--- config.mk ---
export PLATFORM = sky130hd
export DESIGN_NAME = alu_exec_stage
export DESIGN_NICKNAME = d
export VERILOG_FILES = /design/src/rtl/alu_exec_stage.sv
export SDC_FILE = /design/constraint.sdc
export NUM_CORES = 1
export LEC_CHECK = 0
export ABC_CLOCK_PERIOD_IN_PS = 14200
export CAP_MARGIN = 20
export CORE_MARGIN = 2
export CORE_UTILIZATION = 45
export DETAILED_ROUTE_END_ITERATION = 7
export GPL_ROUTABILITY_DRIVEN = 0
export PLACE_DENSITY = 0.67
export SLEW_MARGIN = 15
export SYNTH_ARGS = -nofsm -noshare
export SYNTH_HDL_FRONTEND = slang
export SYNTH_SLANG_ARGS = --single-unit
--- constraint.sdc ---
create_clock -name clk -period 14.2 [get_ports clk]
set_input_delay 2.84 -clock clk [delete_from_list [all_inputs] [get_ports clk]]
set_output_delay 2.84 -clock clk [all_outputs]
set_load 0.01 [all_outputs]
--- src/rtl/alu_exec_stage.sv ---
// alu_exec_stage: execute stage driven by the 3-bit alucontrol code.
// A valid/ready input handshake feeds a registered output register (M) backed by
// one skid register (S). in_ready depends only on S occupancy, so out_ready has no
// combinational path to in_ready.
// Optional macro ALU_OVF_EN: when defined, signed overflow for add/sub is computed
// and carried with each entry. When undefined, overflow is tied to 0.
module alu_exec_stage #(
  parameter int unsigned WIDTH = 32
) (
  input  logic             clk,
  input  logic             reset,
  input  logic             flush,
  input  logic             in_valid,
  output logic             in_ready,
  input  logic [2:0]       alucontrol,
  input  logic [WIDTH-1:0] srca,
  input  logic [WIDTH-1:0] srcb,
  output logic             out_valid,
  input  logic             out_ready,
  output logic [WIDTH-1:0] result,
  output logic             zero,
  output logic             illegal,
  output logic             overflow
);

  // Entry layout: {result, zero, illegal[, overflow]}
`ifdef ALU_OVF_EN
  localparam int unsigned PW = WIDTH + 3;
`else
  localparam int unsigned PW = WIDTH + 2;
`endif

  logic [WIDTH-1:0] w_sum;
  logic [WIDTH-1:0] w_diff;
  logic             w_sub_ovf;
  logic             w_slt;
  logic [WIDTH-1:0] w_res;
  logic             w_ill;
  logic             w_zero;
  logic [PW-1:0]    w_entry;
  logic             w_accept;
  logic             w_pop;

  logic             r_m_valid;
  logic             r_s_valid;
  logic [PW-1:0]    r_m_pl;
  logic [PW-1:0]    r_s_pl;

  assign w_sum  = srca + srcb;
  assign w_diff = srca - srcb;
  // slt takes the sign of a-b corrected by signed overflow, so it works across the
  // full signed range (e.g. 0x80000000 < 1).
  assign w_sub_ovf = (srca[WIDTH-1] ^ srcb[WIDTH-1]) & (w_diff[WIDTH-1] ^ srca[WIDTH-1]);
  assign w_slt     = w_diff[WIDTH-1] ^ w_sub_ovf;

`ifdef ALU_OVF_EN
  logic w_add_ovf;
  logic w_ovf;
  assign w_add_ovf = ~(srca[WIDTH-1] ^ srcb[WIDTH-1]) & (w_sum[WIDTH-1] ^ srca[WIDTH-1]);
`endif

  // Decode the operation; unknown or unassigned codes fall to the illegal default
  always_comb begin
    w_res = '0;
    w_ill = 1'b0;
`ifdef ALU_OVF_EN
    w_ovf = 1'b0;
`endif
    case (alucontrol)
      3'b010: begin
        w_res = w_sum;
`ifdef ALU_OVF_EN
        w_ovf = w_add_ovf;
`endif
      end
      3'b110: begin
        w_res = w_diff;
`ifdef ALU_OVF_EN
        w_ovf = w_sub_ovf;
`endif
      end
      3'b000:  w_res = srca & srcb;
      3'b001:  w_res = srca | srcb;
      3'b111:  w_res = {{(WIDTH-1){1'b0}}, w_slt};
      default: w_ill = 1'b1;
    endcase
  end

  assign w_zero = (w_res == '0);

`ifdef ALU_OVF_EN
  assign w_entry = {w_res, w_zero, w_ill, w_ovf};
`else
  assign w_entry = {w_res, w_zero, w_ill};
`endif

  assign w_accept = in_valid & ~r_s_valid;
  assign w_pop    = r_m_valid & out_ready;

  // M/S occupancy and payload update; reset beats flush, flush beats accept and pop
  always_ff @(posedge clk) begin
    if (reset) begin
      r_m_valid <= 1'b0;
      r_s_valid <= 1'b0;
      r_m_pl    <= '0;
      r_s_pl    <= '0;
    end else if (flush) begin
      r_m_valid <= 1'b0;
      r_s_valid <= 1'b0;
    end else if (r_s_valid) begin
      // in_ready is low here, so only a drain from S into M can happen
      if (w_pop) begin
        r_m_pl    <= r_s_pl;
        r_s_valid <= 1'b0;
      end
    end else if (w_accept) begin
      if (!r_m_valid || w_pop) begin
        r_m_pl    <= w_entry;
        r_m_valid <= 1'b1;
      end else begin
        r_s_pl    <= w_entry;
        r_s_valid <= 1'b1;
      end
    end else if (w_pop) begin
      r_m_valid <= 1'b0;
    end
  end

  assign in_ready  = ~r_s_valid;
  assign out_valid = r_m_valid;
  assign result    = r_m_pl[PW-1 -: WIDTH];
  assign zero      = r_m_pl[PW-WIDTH-1];
  assign illegal   = r_m_pl[PW-WIDTH-2];
`ifdef ALU_OVF_EN
  assign overflow  = r_m_pl[0];
`else
  assign overflow  = 1'b0;
`endif

endmodule

==> results.cfg, run 1 <==
[synth]
synth_area_leaders = dfxtp_1 17%, ha_1 16%, a21oi_1 6.3%, nor2_1 6.1%, nand2_1 4.9%
yosysMostFrequentCell = nor2_1
ys_ff_latch = 70
netlist_top_cells_count = 133 x nor2_1, 108 x nand2_1, 105 x ha_1, 103 x a21oi_1, 102 x inv_1
synth_nets = 1343
synth_cells = 1163
synth_top_area_share_pct = 17.0
synthArstFlopShare_pct = 0
synth_area_leader_cell = dfxtp_1
netlist_area_um2 = 8240
ys_types = 84
yosys_warnings = 0
avgSynthCellArea_um2 = 7.09
synthFlopType = dfxtp_1
synth_edf_count = 0
synth-seq-area-share_pct = 17.0

[timing]
slew_headroom_pct = 37.6
fin_crit_sh_pct = 55.7
setup_viol = 0
maxSlewViolCount = 0
tns_ns = 0
clock_skew_ns = 0.00602
worst_pin_slew_ns = 0.912
rsz0062_at_grt = false
hold_violations = 0
max_freq_ghz = 0.126
period_minus_slack_ns = 7.91

[power_and_ir_drop]
clockPowerShare_pct = 29.7
ir_worst_vdd_v = 0.0000791
p_per_area_nw_per_um2 = 72.5
p_leak_nw = 3.99
seq_power_share_pct = 29.4
p_total_w = 0.000699
p_sw_share_pct = 36.6
p_sw_w = 0.000256
internal_power_w = 0.000443
power_frac_comb_pct = 40.9

[min_path]
hold_depth = 2
hold_class = reg2reg
min_from = r_m_pl[7]

[critical_path]
crit_start = srca[10]
r2r_start = r_s_valid
rr_worst_depth = 8
cp_slowest_cell = clkdlybuf4s50_1
path_max_fanout = 15
path_depth = 24
start_kind = input pin
critPathTopFamily = simple AND/OR/NAND/NOR gates
critPathKind = in2reg
critPathBufInv = 2
required_ns = 14.45
crit_chain = clkdlybuf4s50_1 -> inv_1 -> ha_1 -> nor3_1 -> nand2_1 -> a211oi_2 -> o21ai_1 -> o211a_1 -> o21ba_2 -> o21bai_1 -> a21oi_1 -> nor2_1 -> nor2_1 -> fa_1 -> and4_1 -> a221oi_1 -> nand3_1 -> nor3_1 -> nand4_1 -> nor4_1 -> nand4b_1 -> nor4b_2 -> nand4_1 -> o31ai_2
worst_setup_path_end_kind = register
worstPathArrival_ns = 8.16
cpPeakStageDelay_ns = 0.50

[finish]
nets = 1393
drive_above_1_share_pct = 4.61
multi_input_area_um2 = 6140
ff_latch_area_um2 = 1400
area_delta_synth_final_pct = 16.9
fill_cells = 1788
antenna-diode-count = 0

[global_routing]
grt_max_degree = 72
track_usage_pct = 26.1
grt_pass1_vias = 8112
grt_pass1_wl_um = 42000
globalRouteOverflowTotal = 0
grt_antenna_before_repair = 0

[detailed_routing]
wl_per_cell_um = 18.0
wirelength_um = 26000
remaining_drc_errors = 0
vias = 8831
drtIter0Drc = 850
drtPass1Iterations = 6
ant_nets = 0
routed_via_density = 6.11

[floorplan]
die_w_um = 139
die_y_um = 139
io_pins = 109
dieArea_um2 = 19400
start_util_pct = 45.9
rows = 49
core_area_um2 = 18000

[cts]
path_clk_slew_ns = 0.06
cts_buffers = 9
clkSinkCount = 70
cts.htree.levels = 3
cts.path.max_buffers = 2
root_buffer = clkbuf_16
worstSkewPairLatency_ns = 0.33
hold_buffers = 0
cts-resized-gates = 0
cts_tree = built
cts_setup_buffers = 0

[outcome]
status = complete, no violations

[placed_design]
dp_hpwl_um = 19700
portBuffers = 107

[run]
maxCapViolCount = 0
-- cell usage in the layout (no fill, tap or decap), types with 5 or more instances in the layout --
cell type / netlist / final
nand3b_1: 6 / 6
a31oi_1: 10 / 10
nand2b_1: 7 / 7
o21ai_0: 61 / 61
o31ai_1: 12 / 12
and3_1: 8 / 8
a21o_1: 10 / 10
nand4_1: 13 / 13
ha_1: 105 / 105
buf_4: 4 / 11
xnor2_1: 18 / 18
o22ai_1: 12 / 12
o21a_1: 8 / 8
a211o_1: 7 / 7
clkbuf_16: 0 / 9
nand2_1: 108 / 108
o211ai_1: 16 / 16
clkdlybuf4s50_1: 0 / 105
a2111oi_0: 5 / 5
nor2b_1: 10 / 10
o2111ai_1: 5 / 5
nor4_1: 12 / 11
nand3_1: 18 / 18
mux2i_1: 28 / 28
inv_1: 102 / 102
nor2_1: 133 / 133
o21ai_1: 5 / 5
a21oi_1: 103 / 103
or3_1: 7 / 7
nor3_1: 42 / 42
o21bai_1: 12 / 12
dfxtp_1: 70 / 70
a211oi_1: 38 / 38
-- state kept, by name (all words and copies together), names as in the netlist --
register / flops
r_m_pl: 34
r_s_pl: 34
r_s_valid: 1
out_valid: 1
-- worst reg2reg max path: stages (launching register included) --
cell and delay (ns):
dfxtp_1 0.31, inv_1 0.06, buf_4 0.33, nand2_1 0.19, a221o_1 0.65, buf_4 0.37, a211oi_1 0.47, a21oi_1 0.08
nor2_1 0.10
-- layer usage --
layer	GRT usage (%)	share of wire, %	vias up
met5	0	0	-
met4	9.52	3.1	0
met3	4.68	8.6	63
met2	42.5	45	404
met1	34.7	43	4111
li1	-	-	4253
-- worst paths after layout --
check / slack [ns] / endpoint
max reg2reg: 11.56 / r_m_pl[10]
max: 6.29 / r_s_pl[1]
min reg2reg: 0.45 / r_m_pl[7]
min: 0.45 / r_m_pl[7]
-- kinds of logic (layout without fill, tap and decap cells) --
group	after synthesis	count (layout)	synth area share [%]
simple gates	384	384	21.6
compound gates	369	369	30.3
buf+inv	182	235	8.61
fa+ha+maj	108	108	16.7
flops	70	70	17.0
mux	30	30	3.67
xor+xnor	19	19	2.02
other cells	1	1	0.0455
-- area by class of cell --
cell class | count | share of cell area [%]
clock buffers | 13 | 2.80
clock inverters | 1 | 0.0519
inverters | 103 | 4.01
multi-input cells | 911 | 63.8
flip-flops and latches | 70 | 14.5
well taps | 229 | 2.97
repair buffers | 118 | 11.9
-- metrics by stage --
step                      hold WS [ns]  area (µm²)  worst slack, ns  instances  util [%]
after detailed placement         0.443        9360             5.99       1431      52.1
after floorplan                  0.454        8240             7.30       1163         -
final                            0.448        9640             6.29       1445      53.7
after global routing             0.468        9640             5.77       1445      53.7
after global placement           0.436        9360             6.15       1431      52.1
after CTS                        0.450        9640             6.30       1445      53.7
-- power groups by stage --
stage / registers [W] / logic, W / clock network (W)
6_report: 0.000205 / 0.000286 / 0.000208
5_1_grt: 0.000206 / 0.000311 / 0.000218
4_1_cts: 0.000205 / 0.000280 / 0.000210
3_5_place_dp: 0.000210 / 0.000278 / 0
3_3_place_gp: 0.000210 / 0.000277 / 0
2_1_floorplan: 0.000211 / 0.000185 / 0
No activity file was read; power rests on OpenSTA's default activity.
==> run 2, diff against run 1 <==
Settings changed: ABC_CLOCK_PERIOD_IN_PS 14200 to 7600.
Clock period 14.2 ns to 7.6 ns, I/O delays scaled along.
==> results.cfg, run 2 (synthesis results as in run 1) <==
[outcome]
status = complete, no violations

[cts]
worstSkewPairLatency_ns = 0.33
clkSinkCount = 70
cts.path.max_buffers = 2
cts_buffers = 9
hold_buffers = 0
cts_setup_buffers = 0
cts.htree.levels = 3
cts_tree = built
path_clk_slew_ns = 0.06
root_buffer = clkbuf_16
cts-resized-gates = 0

[finish]
final_common_cell = nor2_1
area_delta_synth_final_pct = 18.1
nets = 1396
antenna-diode-count = 0
reg_top3 = r_m_pl (34), r_s_pl (34)
fin_area_um2 = 9730
fill_cells = 1808
drive_above_1_share_pct = 5.08
layout_common_cells = 133 x nor2_1, 108 x nand2_1, 105 x ha_1, 105 x clkdlybuf4s50_1, 103 x a21oi_1

[placed_design]
dp_hpwl_um = 19700
portBuffers = 107
placed_area_um2 = 9390

[global_routing]
track_usage_pct = 26.6
globalRouteOverflowTotal = 0
grt_antenna_before_repair = 0
grt_pass1_vias = 8189
grt_pass1_wl_um = 42600
grt_max_degree = 72

[detailed_routing]
wl_per_cell_um = 18.0
drtIter0Drc = 988
wirelength_um = 26000
ant_nets = 0
remaining_drc_errors = 0
routed_via_density = 6.03
vias = 8741
drtPass1Iterations = 5

[critical_path]
start_kind = input pin
required_ns = 7.85
path_max_fanout = 15
rr_worst_depth = 7
critPathTopFamily = simple AND/OR/NAND/NOR gates
worst_setup_path_end_kind = register
cp_slowest_cell = clkdlybuf4s50_1
reg2reg_slack_ns = 5.25
r2r-end = r_m_pl[10]
critPathBufInv = 2
worstPathArrival_ns = 6.83
critPathKind = in2reg
crit_chain = clkdlybuf4s50_1 -> inv_1 -> ha_1 -> nor3_1 -> nand2_1 -> a211oi_2 -> o21ai_1 -> o211a_1 -> o21ba_2 -> o21bai_1 -> a21oi_1 -> nor2_1 -> nor2_1 -> fa_1 -> and4_1 -> a221oi_1 -> nand3_1 -> nor3_1 -> nand4_1 -> nor4_1 -> nand4b_1 -> nor4b_2 -> nand4_1 -> o31ai_2
r2r_start = r_s_valid
cpPeakStageDelay_ns = 0.50

[timing]
tns_ns = 0
max_freq_ghz = 0.152
hold_violations = 0
clock_skew_ns = 0.00388
slew_headroom_pct = 39.5
setup_viol = 0
period_minus_slack_ns = 6.58
fin_crit_sh_pct = 86.5
worst_pin_slew_ns = 0.884
rsz0062_at_grt = false
maxSlewViolCount = 0

[floorplan]
start_util_pct = 45.9
die_y_um = 139
dieArea_um2 = 19400
rows = 49
io_pins = 109
die_w_um = 139
core_area_um2 = 18000

[min_path]
hold_class = reg2reg
hold_depth = 2
min_from = r_m_pl[13]
whs_endpoint = r_m_pl[13]

[power_and_ir_drop]
p_per_area_nw_per_um2 = 144
p_leak_nw = 4.03
ir_worst_vdd_v = 0.000194

[run]
maxCapViolCount = 0
[run 2: cell types whose count changed in the layout (fill, tap and decap cells not counted), sizes merged]
| cell | change |
|---|---|
| clkbuf | -4 |
| buf | +3 |
| bufinv | +3 |
| clkinvlp | +2 |
| clkinv | +1 |
[run 2: layout make-up]
type / count / area [µm²] / area share [%]
multi-input combinational: 911 / 6140 / 63.1
sequential: 70 / 1400 / 14.4
timing repair buffer: 121 / 1170 / 12.0
inverter: 103 / 387 / 3.97
tap: 229 / 287 / 2.94
clock buffer: 9 / 225 / 2.31
clock inverter: 7 / 123 / 1.26
[run 2: per-stage QoR]
stage                     instances  worst slack [ns]  utilization, %  total power, W  hold WS [ns]
after floorplan                1163              2.02               -        0.000741         0.454
after global placement         1434             0.885            52.2        0.000910         0.438
after detailed placement       1434             0.761            52.2        0.000913         0.446
after CTS                      1450              1.09            54.2         0.00139         0.452
after global routing           1450             0.502            54.2         0.00147         0.465
final                          1450              1.02            54.2         0.00140         0.450
[run 2: how the worst max path moves through the flow]
stage	to	cells past startpoint	startpoint
3_5_place_dp	r_s_pl[1]	24	srca[10]
2_1_floorplan	r_s_pl[1]	23	srca[26]
6_report	r_s_pl[1]	24	srca[10]
3_3_place_gp	r_s_pl[1]	24	srca[10]
4_1_cts	r_s_pl[1]	24	srca[10]
5_1_grt	r_s_pl[1]	24	srca[10]
[run 2: tightest hold or removal path: stages (launching register included)]
cell and delay (ns):
dfxtp_1 0.30, nand2_1 0.05, a21oi_1 0.05
[run 2: layer usage]
layer  track usage (%)  up-vias  share of wire (%)
li1                  -     4258                  -
met1              36.8     4005                 44
met2              42.8      403                 45
met3              3.10       75                7.6
met4              9.30        0                3.4
met5                 0        -                  0
[run 2: where the power goes]
| group | total, W | switching (W) | internal, W |
|---|---|---|---|
| Sequential | 0.000384 | 0.00000596 | 0.000378 |
| Combinational | 0.000536 | 0.000329 | 0.000207 |
| Clock | 0.000480 | 0.000159 | 0.000321 |
| Total | 0.00140 | 0.000494 | 0.000906 |
